## config.mk

```make
export PLATFORM = sky130hd
export DESIGN_NAME = spi_master_byte_xfer
export DESIGN_NICKNAME = d
export VERILOG_FILES = /design/src/rtl/spi_master_byte_xfer.sv
export SDC_FILE = /design/constraint.sdc
export NUM_CORES = 1
export LEC_CHECK = 0
export CELL_PAD_IN_SITES_DETAIL_PLACEMENT = 0
export CELL_PAD_IN_SITES_GLOBAL_PLACEMENT = 2
export CORE_MARGIN = 10
export CORE_UTILIZATION = 40
export CTS_BUF_LIST = sky130_fd_sc_hd__clkbuf_8
export DETAILED_ROUTE_END_ITERATION = 12
export PLACE_DENSITY_LB_ADDON = 0.1
export SLEW_MARGIN = 10
export SYNTH_ARGS = -nofsm -noshare
export SYNTH_HDL_FRONTEND = slang
export SYNTH_SLANG_ARGS = --single-unit
```

## constraint.sdc

```tcl
create_clock -name clk -period 4.5 [get_ports clk]
set_input_delay 0.675 -clock clk [delete_from_list [all_inputs] [get_ports clk]]
set_output_delay 0.675 -clock clk [all_outputs]
set_load 0.1 [all_outputs]
```

## src/rtl/spi_master_byte_xfer.sv

```systemverilog
// SPI master byte engine (CPHA=0, MSB first): one 8-bit frame per accepted i_start; done 19*CLK_CNT_HALF cycles after accept.
// No backpressure: i_start is only looked at in IDLE and is ignored while a frame is in flight.
module spi_master_byte_xfer #(
    parameter int   CLK_CNT_HALF       = 10,
    parameter int   CLK_CNT_HALF_WIDTH = 4,
    parameter logic CPOL               = 1'b0
) (
    input  logic       clk,
    input  logic       rst_n,
    input  logic       i_start,
    input  logic [7:0] i_tx_byte,
    input  logic       im_MISO,
    output logic       om_SCLK_spi,
    output logic       om_CS_n,
    output logic       om_MOSI,
    output logic       om_launch_edge,
    output logic       om_sample_edge,
    output logic       o_busy,
    output logic       o_done,
    output logic [7:0] o_rx_byte
);

    typedef enum logic [2:0] {
        ST_IDLE,
        ST_LEAD,
        ST_SHIFT,
        ST_LAG,
        ST_GAP
    } state_t;

    localparam logic [CLK_CNT_HALF_WIDTH-1:0] HALF_LAST = CLK_CNT_HALF_WIDTH'(CLK_CNT_HALF - 1);
    localparam logic [CLK_CNT_HALF_WIDTH-1:0] HALF_ONE  = CLK_CNT_HALF_WIDTH'(1);

    state_t                        state_q, state_d;
    logic [CLK_CNT_HALF_WIDTH-1:0] half_cnt_q, half_cnt_d;
    logic [3:0]                    edge_cnt_q, edge_cnt_d;
    logic [7:0]                    tx_q, tx_d;
    logic [7:0]                    rx_q, rx_d;
    logic                          sclk_q, sclk_d;
    logic                          cs_n_q, cs_n_d;
    logic                          mosi_q, mosi_d;
    logic                          launch_q, launch_d;
    logic                          sample_q, sample_d;
    logic                          busy_q, busy_d;
    logic                          done_q, done_d;
    logic [7:0]                    rx_byte_q, rx_byte_d;
    logic                          half_last;

    assign half_last = (half_cnt_q == HALF_LAST);

    always_comb begin
        state_d    = state_q;
        half_cnt_d = half_cnt_q;
        edge_cnt_d = edge_cnt_q;
        tx_d       = tx_q;
        rx_d       = rx_q;
        sclk_d     = sclk_q;
        cs_n_d     = cs_n_q;
        mosi_d     = mosi_q;
        launch_d   = 1'b0;
        sample_d   = 1'b0;
        busy_d     = busy_q;
        done_d     = 1'b0;
        rx_byte_d  = rx_byte_q;

        case (state_q)
            ST_IDLE: begin
                sclk_d = CPOL;
                if (i_start) begin
                    tx_d       = i_tx_byte;
                    cs_n_d     = 1'b0;
                    mosi_d     = i_tx_byte[7];
                    busy_d     = 1'b1;
                    half_cnt_d = '0;
                    edge_cnt_d = '0;
                    state_d    = ST_LEAD;
                end
            end
            ST_LEAD: begin
                if (half_last) begin
                    half_cnt_d = '0;
                    state_d    = ST_SHIFT;
                end else begin
                    half_cnt_d = half_cnt_q + HALF_ONE;
                end
            end
            ST_SHIFT: begin
                if (half_last) begin
                    half_cnt_d = '0;
                    sclk_d     = ~sclk_q;
                    edge_cnt_d = edge_cnt_q + 4'd1;
                    if (!edge_cnt_q[0]) begin
                        // Leading edge: capture MISO.
                        rx_d     = {rx_q[6:0], im_MISO};
                        sample_d = 1'b1;
                    end else begin
                        // Trailing edge: present the next bit; the last one only closes the frame.
                        launch_d = 1'b1;
                        if (edge_cnt_q == 4'd15) begin
                            state_d = ST_LAG;
                        end else begin
                            mosi_d = tx_q[6];
                            tx_d   = {tx_q[6:0], 1'b0};
                        end
                    end
                end else begin
                    half_cnt_d = half_cnt_q + HALF_ONE;
                end
            end
            ST_LAG: begin
                if (half_last) begin
                    half_cnt_d = '0;
                    cs_n_d     = 1'b1;
                    mosi_d     = 1'b0;
                    state_d    = ST_GAP;
                end else begin
                    half_cnt_d = half_cnt_q + HALF_ONE;
                end
            end
            ST_GAP: begin
                if (half_last) begin
                    half_cnt_d = '0;
                    done_d     = 1'b1;
                    rx_byte_d  = rx_q;
                    busy_d     = 1'b0;
                    state_d    = ST_IDLE;
                end else begin
                    half_cnt_d = half_cnt_q + HALF_ONE;
                end
            end
            default: begin
                state_d = ST_IDLE;
            end
        endcase
    end

    always_ff @(posedge clk or negedge rst_n) begin
        if (!rst_n) begin
            state_q    <= ST_IDLE;
            half_cnt_q <= '0;
            edge_cnt_q <= '0;
            tx_q       <= '0;
            rx_q       <= '0;
            sclk_q     <= CPOL;
            cs_n_q     <= 1'b1;
            mosi_q     <= 1'b0;
            launch_q   <= 1'b0;
            sample_q   <= 1'b0;
            busy_q     <= 1'b0;
            done_q     <= 1'b0;
            rx_byte_q  <= '0;
        end else begin
            state_q    <= state_d;
            half_cnt_q <= half_cnt_d;
            edge_cnt_q <= edge_cnt_d;
            tx_q       <= tx_d;
            rx_q       <= rx_d;
            sclk_q     <= sclk_d;
            cs_n_q     <= cs_n_d;
            mosi_q     <= mosi_d;
            launch_q   <= launch_d;
            sample_q   <= sample_d;
            busy_q     <= busy_d;
            done_q     <= done_d;
            rx_byte_q  <= rx_byte_d;
        end
    end

    assign om_SCLK_spi    = sclk_q;
    assign om_CS_n        = cs_n_q;
    assign om_MOSI        = mosi_q;
    assign om_launch_edge = launch_q;
    assign om_sample_edge = sample_q;
    assign o_busy         = busy_q;
    assign o_done         = done_q;
    assign o_rx_byte      = rx_byte_q;

endmodule

```

# [Yosys cells after proc, flatten, opt, wreduce, memory -nomap -nowiden]
# Cells that the tools add are included.
[totals] regBits=41 in_bits=12 out_inout_bits=15 elab_cells=87
[classes] addsub=2 eq_ne=14 mux=39 bitwise_logic=2 reduce_logical=17
[ops] operator="7-bit two-way mux" n=4
[ops] operator="3-bit two-way mux" n=7
[ops] operator="1-bit two-way mux" n=17
[ops] operator="2-bit inequality test (second input constant)" n=8
[ops] operator="4-bit one-hot mux with 2 select lines" n=2
[ops] operator="3-bit one-hot mux with 5 select lines" n=1
[ops] operator="7-bit one-hot mux with 2 select lines" n=1
[ops] operator="4-bit two-way mux" n=3
[ops] operator="3-bit AND reduction" n=4
[ops] operator="4-bit by 1-bit adder with 4-bit output (second input constant)" n=2
[ops] operator="4-bit == test (second input constant)" n=2
[ops] operator="2-bit nonzero test" n=4
[ops] operator="7-bit AND reduction" n=1
[ops] operator="3-bit by 2-bit == test with 1-bit output (second input constant)" n=2
[ops] operator="1-bit one-hot mux with 2 select lines" n=3
[ops] operator="2-bit AND reduction" n=3
[ops] operator="6-bit AND reduction" n=1
[ops] operator="5-bit AND reduction" n=1
[ops] operator="4-bit OR reduction" n=1
[ops] operator="3-bit by 1-bit == test with 1-bit output (second input constant)" n=1
[ops] operator="3-bit == test (second input constant)" n=1
[ops] operator="3-bit logical NOT" n=1
[ops] operator="1-bit one-hot mux with 3 select lines" n=1
[ops] operator="3-bit nonzero test" n=1
[ops] operator="1-bit inverter" n=2

# [Logic depth before layout (Yosys ltp)]
# Gate-level depths: netlist of run 1.
[logic_depth] word_depth=5 ltp_mapped=7 mapped_depth_nobuf=6

# [Least setup slack after synthesis of run 1]
# OpenSTA, ideal clock, no wires.
[synth_timing] path_type="register to register" startpoint="register half_cnt_q[1]" endpoint="register rx_q[0]" setup_time_ps=125 t_arrival_ps=1470 t_required_ps=4375 slack_ps=2906 path_stages_with_launch=6 path_buffers=0 synth_period_minus_slack_ps=1594 path_cell_list="dfrtp_1 -> inv_1 -> ha_1 -> nand3b_4 -> nor3_4 -> mux2_2"
[synth_between] elab_chain_cells=2
[synth_rtl] item="from (decl)" line_no="35" rtl="logic [CLK_CNT_HALF_WIDTH-1:0] half_cnt_q, half_cnt_d;"
[synth_rtl] item="from (signal assigned)" line_no="154" rtl="half_cnt_q <= half_cnt_d;"
[synth_rtl] item="4-bit == test" line_no="49" rtl="assign half_last = (half_cnt_q == HALF_LAST);"
[synth_rtl] item="3-bit AND reduction (no source line)"
[synth_rtl] item="to (signal assigned)" line_no="157" rtl="rx_q <= rx_d;"
[synth_rtl] item="to (decl)" line_no="38" rtl="logic [7:0] rx_q, rx_d;"
# Every way passes these cells.
# A chain may end at the register's enable or synchronous reset.

# [Worst setup path in the final report of run 1]
[layout_timing] startpoint="register cs_n_q (netlist: om_CS_n)" endpoint="output om_CS_n"
[layout_rtl] item="from (decl)" line_no="40" rtl="logic cs_n_q, cs_n_d;"
[layout_rtl] item="from (signal assigned)" line_no="159" rtl="cs_n_q <= cs_n_d;"
[layout_rtl] item="to (decl)" line_no="14" rtl="output logic om_CS_n,"
# No word-level cell between the ends.

==> flow_metrics.env, run 1 <==
export IMPL_grt_overflow_total=0
export IMPL_worst_path_max_delay_cell="clkdlybuf4s50_1"
export IMPL_min_path_type="reg -> reg"
export IMPL_cts_tree="built"
export IMPL_antenna_left=0
export IMPL_coreArea_um2=4690
export IMPL_finClkSkew_ns=0.00562
export IMPL_worst_pin_slew_ns=0.984
export IMPL_ctsResizeCount=0
export IMPL_postCtsSetupRepairBufs=0
export IMPL_ys_warn_count=0
export IMPL_multi_input_area_um2=805
export IMPL_antennaDiodeCount=0
export IMPL_fin_nets=201
export IMPL_cts_buffers=5
export IMPL_syn_area_um2=1920
export IMPL_seqCellArea_um2=1030
export IMPL_finalPower_uw=689
export IMPL_crit_path_start_kind="flip-flop"
export IMPL_finalSetupTns_ns=0
export IMPL_first_pass_iters=3
export IMPL_drc=0
export IMPL_layout_common_cells="dfrtp_1 (40), clkdlybuf4s50_1 (25), mux2_2 (16), a21oi_1 (15), nand2_1 (12)"
export IMPL_cts_max_level=2
export IMPL_synth_top_area_cell="dfrtp_1"
export IMPL_fp_dieW_um=89.2
export IMPL_syn_inst=159
export IMPL_ys_types=39
export IMPL_drtIter0Drc=65
export IMPL_die_area_um2=7960
export IMPL_portBuffers=26
export IMPL_critical_path_class="reg -> out"
export IMPL_slew_violations=0
export IMPL_async_flop_share_pct=100
export IMPL_initial_utilization_pct=40.9
export IMPL_path_cells="clkdlybuf4s50_1"
export IMPL_drive_gt1_share_pct=19.8
export IMPL_avgSynthCellArea_um2=12.1
export IMPL_globalplace_congestion=0.801
export IMPL_fp_dieH_um=89.2
export IMPL_postCtsHoldBufs=0
export IMPL_cap_violations=0
export IMPL_whs_ns=0.479
export IMPL_grt_usage_pct=10.9
export IMPL_ys_flop_type="dfrtp_1"
export IMPL_cp_num_buf_inv=1
export IMPL_synth_nets=174
export IMPL_p_leak_uw=0.00112
export IMPL_critical_path_max_fanout=3
export IMPL_io_pins=27
export IMPL_grt_pass1_vias=1361
export IMPL_wl_per_cell_um=16.0
export IMPL_rows=25
export IMPL_clock_sinks=41
export IMPL_status="complete, no violations"
export IMPL_post_route_period_util_pct=58.7
export IMPL_required_ns=3.83
export IMPL_syn2layout_area_growth_pct=20.2
export IMPL_critPathTopFamily="buffers and inverters"
export IMPL_vias_per_cell=5.25
export IMPL_synth_edf_count=0
export IMPL_ys_seq_area_share_pct=53.6
export IMPL_crit_path_max_incr_delay_ns=1.13
export IMPL_grt_max_degree=42
export IMPL_powerDensity_nw_per_um2=299
export IMPL_fill_cells=428
export IMPL_clk_latency_ns=0.30
export IMPL_grt_pass1_wl_mm=6.72
export IMPL_layout_min_cycle_time_ns=2.64
export IMPL_final_hold_violation_count=0
export IMPL_cts_root_buf="clkbuf_8"
export IMPL_ys_top_cells_by_area="dfrtp_1 (52%), mux2_2 (9.4%), mux2i_1 (4.2%)"
export IMPL_clockBufferDepth=2
export IMPL_cp_arrival_ns=1.97
export IMPL_irDropWorstVdd_mv=0.151
export IMPL_wl_mm=3.86
export IMPL_relSlewSlack_pct=34.2
export IMPL_setup_viol=0
export IMPL_clk_pin_slew_ns=0.08
export IMPL_synth_top_area_share_pct=52.2
export IMPL_grt_antenna_before_repair=0
export IMPL_vias=1265
export IMPL_fin_util_pct=49.1
export IMPL_ys_ff_latch=41
export IMPL_final_common_cell="dfrtp_1"
export IMPL_endpoint_kind="output port"
export IMPL_dpl_hpwl_mm=2.68
export IMPL_fmax_mhz=379
export IMPL_grt_setup_unrepaired="false"
## cells in the mapped netlist, drive strengths merged (2+ instances only)
cell type   n
a21oi      15
a22oi       2
a31oi       7
buf         7
dfrtp      40
ha          3
inv         7
mux2       16
mux2i       8
nand2      12
nand3       4
nor2        5
nor3        4
nor3b       3
o21ai       9
or3         2
xor2        2
## registers in the layout (all words and copies together) (netlist names)
signal / cells
edge_cnt_q: 4
half_cnt_q: 4
o_busy: 1
o_done: 1
o_rx_byte: 8
om_CS_n: 1
om_MOSI: 1
om_SCLK_spi: 1
om_launch_edge: 1
om_sample_edge: 1
rx_q: 8
state_q: 3
tx_q: 7
## per-stage QoR
step           worst slack (ns)  instance area [µm²]  cells
5_1_grt                    1.81                 2300    241
6_report                   1.86                 2300    241
2_1_floorplan              2.91                 1920    159
4_1_cts                    1.84                 2300    241
3_3_place_gp               2.18                 2190    233
3_5_place_dp               2.15                 2190    233
## metal layers
metal / routed length (µm) / track usage, % / vias to the layer above
met1: 1750 / 13.6 / 619
met5: 0 / 0 / -
met2: 1890 / 16.8 / 16
met4: 46 / 3.76 / 0
li1: - / - / 623
met3: 179 / 4.28 / 7
## path summary, 6_finish.rpt
path                            start       endpoint  slack (ns)  cells past startpoint
min in group asynchronous       rst_n  half_cnt_q[0]        0.50                      1
max in group asynchronous       rst_n     state_q[0]        3.42                      1
setup / recovery              om_CS_n        om_CS_n        1.86                      1
setup reg to reg           state_q[1]        rx_q[3]        2.36                      5
hold / removal                om_CS_n        om_CS_n        0.48                      2
hold reg to reg               om_CS_n        om_CS_n        0.48                      2
## kinds of logic (layout without fill, tap and decap cells)
family	Yosys count	after routing	share of synthesized area (%)
muxes	24	24	13.6
DFF	41	41	53.6
buffers and inverters	14	42	4.44
xor gates and xnor gates	2	2	0.914
adders and majority gates	3	3	1.96
AOI/OAI and AO/OA	40	40	13.8
and+or+nand+nor	35	35	11.7
## report_power, final
group / switching, µW / internal (µW) / total [µW] / leakage [µW]
Clock: 136 / 166 / 302 / 0.0000543
Combinational: 9.24 / 8.42 / 17.7 / 0.000527
Sequential: 0.316 / 369 / 369 / 0.000537
Total: 146 / 543 / 689 / 0.00112
## final cells by class
type,instances,share of cell area (%)
sequential,41,44.6
inverter,7,1.14
timing repair buffer,27,11.4
tap,54,2.93
multi-input combinational,104,34.9
clock buffer,5,2.99
clock inverter,3,2.01
Power figures use the tool's default switching activity.
==> run 2, diff against run 1 <==
--- a/config.mk
+++ b/config.mk
@@ -8,7 +8,7 @@
 export CELL_PAD_IN_SITES_DETAIL_PLACEMENT = 0
 export CELL_PAD_IN_SITES_GLOBAL_PLACEMENT = 2
 export CORE_MARGIN = 10
-export CORE_UTILIZATION = 40
+export CORE_UTILIZATION = 37
 export CTS_BUF_LIST = sky130_fd_sc_hd__clkbuf_8
 export DETAILED_ROUTE_END_ITERATION = 12
 export PLACE_DENSITY_LB_ADDON = 0.1
==> constraint.sdc (replaced) <==
create_clock -name clk -period 2.6 [get_ports clk]
set_input_delay 0.39 -clock clk [delete_from_list [all_inputs] [get_ports clk]]
set_output_delay 0.39 -clock clk [all_outputs]
set_load 0.1 [all_outputs]
==> flow_metrics.env, run 2 (synthesized netlist as in run 1, its figures left out) <==
export IMPL_status="complete, no violations"
export IMPL_powerDensity_nw_per_um2=522
export IMPL_cp_arrival_ns=2.06
export IMPL_initial_utilization_pct=37.8
export IMPL_postCtsSetupRepairBufs=0
export IMPL_p_leak_uw=0.00115
export IMPL_seqCellArea_um2=1030
export IMPL_cp_num_buf_inv=1
export IMPL_rr_worst_depth=4
export IMPL_cts_tree="built"
export IMPL_instances_no_fill=257
export IMPL_grt_usage_pct=9.38
export IMPL_layout_min_cycle_time_ns=1.89
export IMPL_worst_path_max_delay_cell="dfrtp_1"
export IMPL_clockBufferDepth=2
export IMPL_post_route_period_util_pct=72.6
export IMPL_finalSetupTns_ns=0
export IMPL_grt_pass1_wl_mm=6.47
export IMPL_endpoint_kind="flip-flop"
export IMPL_met3_usage_pct=3.34
export IMPL_finClkSkew_ns=0.00563
export IMPL_die_area_um2=8460
export IMPL_fp_dieH_um=92.0
export IMPL_first_pass_iters=4
export IMPL_cap_violations=0
export IMPL_critical_path_class="reg -> reg"
export IMPL_fp_dieW_um=92.0
export IMPL_irDropWorstVdd_mv=0.357
export IMPL_clk_pin_slew_ns=0.08
export IMPL_relSlewSlack_pct=39.2
export IMPL_fin_nets=201
export IMPL_pre_cts_ws_ns=0.527
export IMPL_rr_startpoint="state_q[1]"
export IMPL_setup_viol=0
export IMPL_postCtsHoldBufs=0
export IMPL_layout_common_cells="dfrtp_1 (40), mux2_2 (16), buf_4 (16), a21oi_1 (15), nand2_1 (12)"
export IMPL_grt_antenna_before_repair=0
export IMPL_drive_gt1_share_pct=27.8
export IMPL_cts_buffers=5
export IMPL_wl_per_cell_um=14.9
export IMPL_syn2layout_area_growth_pct=19.5
export IMPL_worstReg2RegEnd="rx_q[2]"
export IMPL_crit_path_max_incr_delay_ns=0.60
export IMPL_globalplace_congestion=0.730
export IMPL_ctsResizeCount=0
export IMPL_final_common_cell="dfrtp_1"
export IMPL_fill_cells=501
export IMPL_clock_sinks=41
export IMPL_min_path_type="in -> async"
export IMPL_grt_use_met1_pct=10.8
export IMPL_clk_latency_ns=0.29
export IMPL_fmax_mhz=530
export IMPL_cts_max_level=2
export IMPL_vias=1304
export IMPL_slew_violations=0
export IMPL_required_ns=2.77
export IMPL_vias_per_cell=5.07
export IMPL_setup_slack_ns=0.713
export IMPL_multi_input_area_um2=805
export IMPL_grt_busiest_layer="met2"
export IMPL_grt_max_degree=42
export IMPL_drc=0
export IMPL_rows=26
export IMPL_grt_overflow_total=0
export IMPL_grt_util_met2_pct=15.6
export IMPL_drtIter0Drc=32
export IMPL_critPathTopFamily="simple AND/OR/NAND/NOR gates"
export IMPL_antenna_left=0
export IMPL_place_inst=249
export IMPL_coreArea_um2=5070
export IMPL_worst_pin_slew_ns=0.912
export IMPL_antennaDiodeCount=0
export IMPL_path_cells="nor3b_2 > inv_1 > nor3_4 > mux2_2"
export IMPL_wl_mm=3.82
export IMPL_grt_pass1_vias=1361
export IMPL_grt_setup_unrepaired="false"
export IMPL_final_hold_violation_count=0
export IMPL_fin_util_pct=45.1
export IMPL_ff2ff_setup_slack_ns=0.71
export IMPL_crit_path_start_kind="flip-flop"
export IMPL_critical_path_max_fanout=11
export IMPL_cts_root_buf="clkbuf_8"
export IMPL_dpl_hpwl_mm=2.75
export IMPL_io_pins=27
export IMPL_portBuffers=26
[run 2: cell count changes in the layout (fill, tap and decap cells not counted), sizes merged]
| cell | previous run | this run |
|---|---|---|
| clkbuf | 5 | 6 |
| buf | 2 | 17 |
| clkinv | 1 | 0 |
| clkdlybuf4s50 | 25 | 10 |
[run 2: worst max-delay path by stage]
| stage | from | to | slack, ns | cells after the start |
|---|---|---|---|---|
| CTS | state_q[1] | rx_q[2] | 0.67 | 4 |
| detailed placement | i_start | tx_q[0] | 0.53 | 5 |
| finish | state_q[1] | rx_q[2] | 0.71 | 4 |
| global route | half_cnt_q[1] | edge_cnt_q[0] | 0.57 | 6 |
| floorplan | half_cnt_q[1] | rx_q[0] | 1.01 | 5 |
| global placement | i_start | tx_q[0] | 0.57 | 5 |
[run 2: metal layers]
metal	part of all wire [%]	vias up
met5	0	-
met4	1.5	0
met3	4.6	5
met2	51	23
met1	43	656
li1	-	620
[run 2: final cells by class]
type,instances,share of cell area (%)
clock buffers,6,3.60
clock inverters,2,1.64
multi-input cells,104,35.1
inverters,7,1.15
flip-flops and latches,41,44.8
repair buffers,27,9.83
well taps,70,3.82
[run 2: metrics by stage]
stage | area [µm²] | power (µW) | hold WS (ns)
detailed placement | 2170 | 683 | 0.470
finish | 2290 | 1200 | 0.224
global route | 2290 | 1250 | 0.299
floorplan | 1920 | 653 | 0.0944
CTS | 2290 | 1210 | 0.257
global placement | 2170 | 682 | 0.461
[run 2: power breakdown]
group | internal (µW) | switching (µW)
registers | 638 | 0.552
logic | 14.5 | 15.8
clock network | 312 | 215
==> run 3, diff against run 2 <==
==> constraint.sdc (replaced) <==
create_clock -name clk -period 2 [get_ports clk]
set_input_delay 0.3 -clock clk [delete_from_list [all_inputs] [get_ports clk]]
set_output_delay 0.3 -clock clk [all_outputs]
set_load 0.1 [all_outputs]
==> flow_metrics.env, run 3 (synthesized netlist as in run 1, its figures left out) <==
export IMPL_grt_usage_pct=10.1
export IMPL_instances_no_fill=265
export IMPL_p_int_uw=1350
export IMPL_fp_dieH_um=92.0
export IMPL_fp_dieW_um=92.0
export IMPL_seqPwrFrac_pct=50.3
export IMPL_fin_util_pct=46.8
export IMPL_finClkSkew_ns=0.00365
export IMPL_antenna_left=0
export IMPL_status="complete, no violations"
export IMPL_worst_pin_slew_ns=0.524
export IMPL_globalplace_congestion=0.707
export IMPL_required_ns=2.16
export IMPL_worstReg2RegEnd="edge_cnt_q[1]"
export IMPL_postCtsHoldBufs=0
export IMPL_grt_pass1_vias=1403
export IMPL_slew_violations=0
export IMPL_vias=1321
export IMPL_critical_path_max_fanout=14
export IMPL_layout_min_cycle_time_ns=1.77
export IMPL_endpoint_kind="flip-flop"
export IMPL_rr_worst_depth=6
export IMPL_syn2layout_area_growth_pct=24.0
export IMPL_pwr_share_clk_pct=47.1
export IMPL_grt_antenna_before_repair=0
export IMPL_switching_share_pct=18.4
export IMPL_coreArea_um2=5070
export IMPL_portBuffers=26
export IMPL_clk_latency_ns=0.29
export IMPL_wl_mm=3.91
export IMPL_multi_input_area_um2=805
export IMPL_place_inst=257
export IMPL_final_common_cell="dfrtp_1"
export IMPL_cts_root_buf="clkbuf_8"
export IMPL_post_route_period_util_pct=88.4
export IMPL_cp_arrival_ns=1.93
export IMPL_cts_tree="built"
export IMPL_clockBufferDepth=2
export IMPL_p_leak_uw=0.00121
export IMPL_grt_max_degree=42
export IMPL_finalSetupTns_ns=0
export IMPL_grt_setup_unrepaired="false"
export IMPL_fmax_mhz=565
export IMPL_cts_max_level=2
export IMPL_dpl_hpwl_mm=2.83
export IMPL_die_area_um2=8460
export IMPL_p_sw_uw=304
export IMPL_ff2ff_setup_slack_ns=0.23
export IMPL_min_path_type="in -> async"
export IMPL_grt_pass1_wl_mm=7.05
export IMPL_seqCellArea_um2=1030
export IMPL_p_comb_share_pct=2.6
export IMPL_fill_cells=482
export IMPL_initial_utilization_pct=37.8
export IMPL_ctsResizeCount=0
export IMPL_critical_path_class="reg -> reg"
export IMPL_clk_pin_slew_ns=0.08
export IMPL_drc=0
export IMPL_fin_nets=209
export IMPL_crit_path_start_kind="flip-flop"
export IMPL_relSlewSlack_pct=65.1
export IMPL_rr_startpoint="half_cnt_q[1]"
export IMPL_powerDensity_nw_per_um2=694
export IMPL_irDropWorstVdd_mv=0.376
export IMPL_cts_buffers=5
export IMPL_drive_gt1_share_pct=30.8
export IMPL_wl_per_cell_um=14.8
export IMPL_final_hold_violation_count=0
export IMPL_setup_viol=0
export IMPL_clock_sinks=41
export IMPL_postCtsSetupRepairBufs=0
export IMPL_drtIter0Drc=62
export IMPL_first_pass_iters=3
export IMPL_cap_violations=0
export IMPL_grt_overflow_total=0
export IMPL_rows=26
export IMPL_vias_per_cell=4.98
export IMPL_antennaDiodeCount=0
export IMPL_io_pins=27
export IMPL_layout_common_cells="dfrtp_1 (40), buf_4 (23), mux2_2 (16), a21oi_1 (15), nand2_1 (12)"
-- run 3: cell count changes in the layout (fill, tap and decap cells not counted), sizes merged --
cell,delta
clkinv,+1
clkinvlp,-1
clkbuf,-1
buf,+8
bufinv,+1
-- run 3: worst max path at each step --
| stage | start | to | slack [ns] |
|---|---|---|---|
| floorplan | half_cnt_q[1] | rx_q[0] | 0.41 |
| global placement | i_start | tx_q[0] | 0.21 |
| detailed placement | i_start | tx_q[0] | 0.16 |
| CTS | half_cnt_q[1] | rx_q[2] | 0.20 |
| global route | half_cnt_q[1] | edge_cnt_q[1] | 0.02 |
| finish | half_cnt_q[1] | edge_cnt_q[1] | 0.23 |
-- run 3: power by group through the flow --
stage	Combinational, µW	Clock, µW	Sequential (µW)
after global placement	44.1	0	846
final	43.4	777	830
after detailed placement	44.7	0	846
after CTS	45.0	807	830
after global routing	48.2	844	830
after floorplan	1.99	0	846
-- run 3: routing by layer --
layer | wire, µm | up-vias | global-route usage (%)
li1 | - | 641 | -
met1 | 1780 | 662 | 12.1
met2 | 1970 | 16 | 16.9
met3 | 143 | 2 | 3.34
met4 | 23 | 0 | 3.08
met5 | 0 | - | 0
-- run 3: area by class of cell --
cell class                      count  area share, %
Multi-Input combinational cell    104           33.8
Clock buffer                        5           2.89
Clock inverter                      3           2.74
Timing Repair Buffer               35           12.5
Inverter                            7           1.11
Tap cell                           70           3.68
Sequential cell                    41           43.2
-- run 3: per-stage QoR --
stage / instance area [µm²] / total power (µW) / hold slack (ns) / setup WS, ns
2_1_floorplan: 1920 / 848 / 0.00441 / 0.406
3_5_place_dp: 2240 / 891 / 0.400 / 0.162
4_1_cts: 2380 / 1680 / 0.0802 / 0.201
5_1_grt: 2380 / 1720 / 0.0986 / 0.0157
6_report: 2380 / 1650 / 0.0728 / 0.232
3_3_place_gp: 2240 / 890 / 0.391 / 0.211
-- run 3: worst max-delay path: stages (launching register included) --
cell and delay (ns):
dfrtp_1 0.42, inv_1 0.07, ha_1 0.20, nand3b_4 0.15
a21boi_4 0.38, o21ai_0 0.26, mux2i_1 0.17
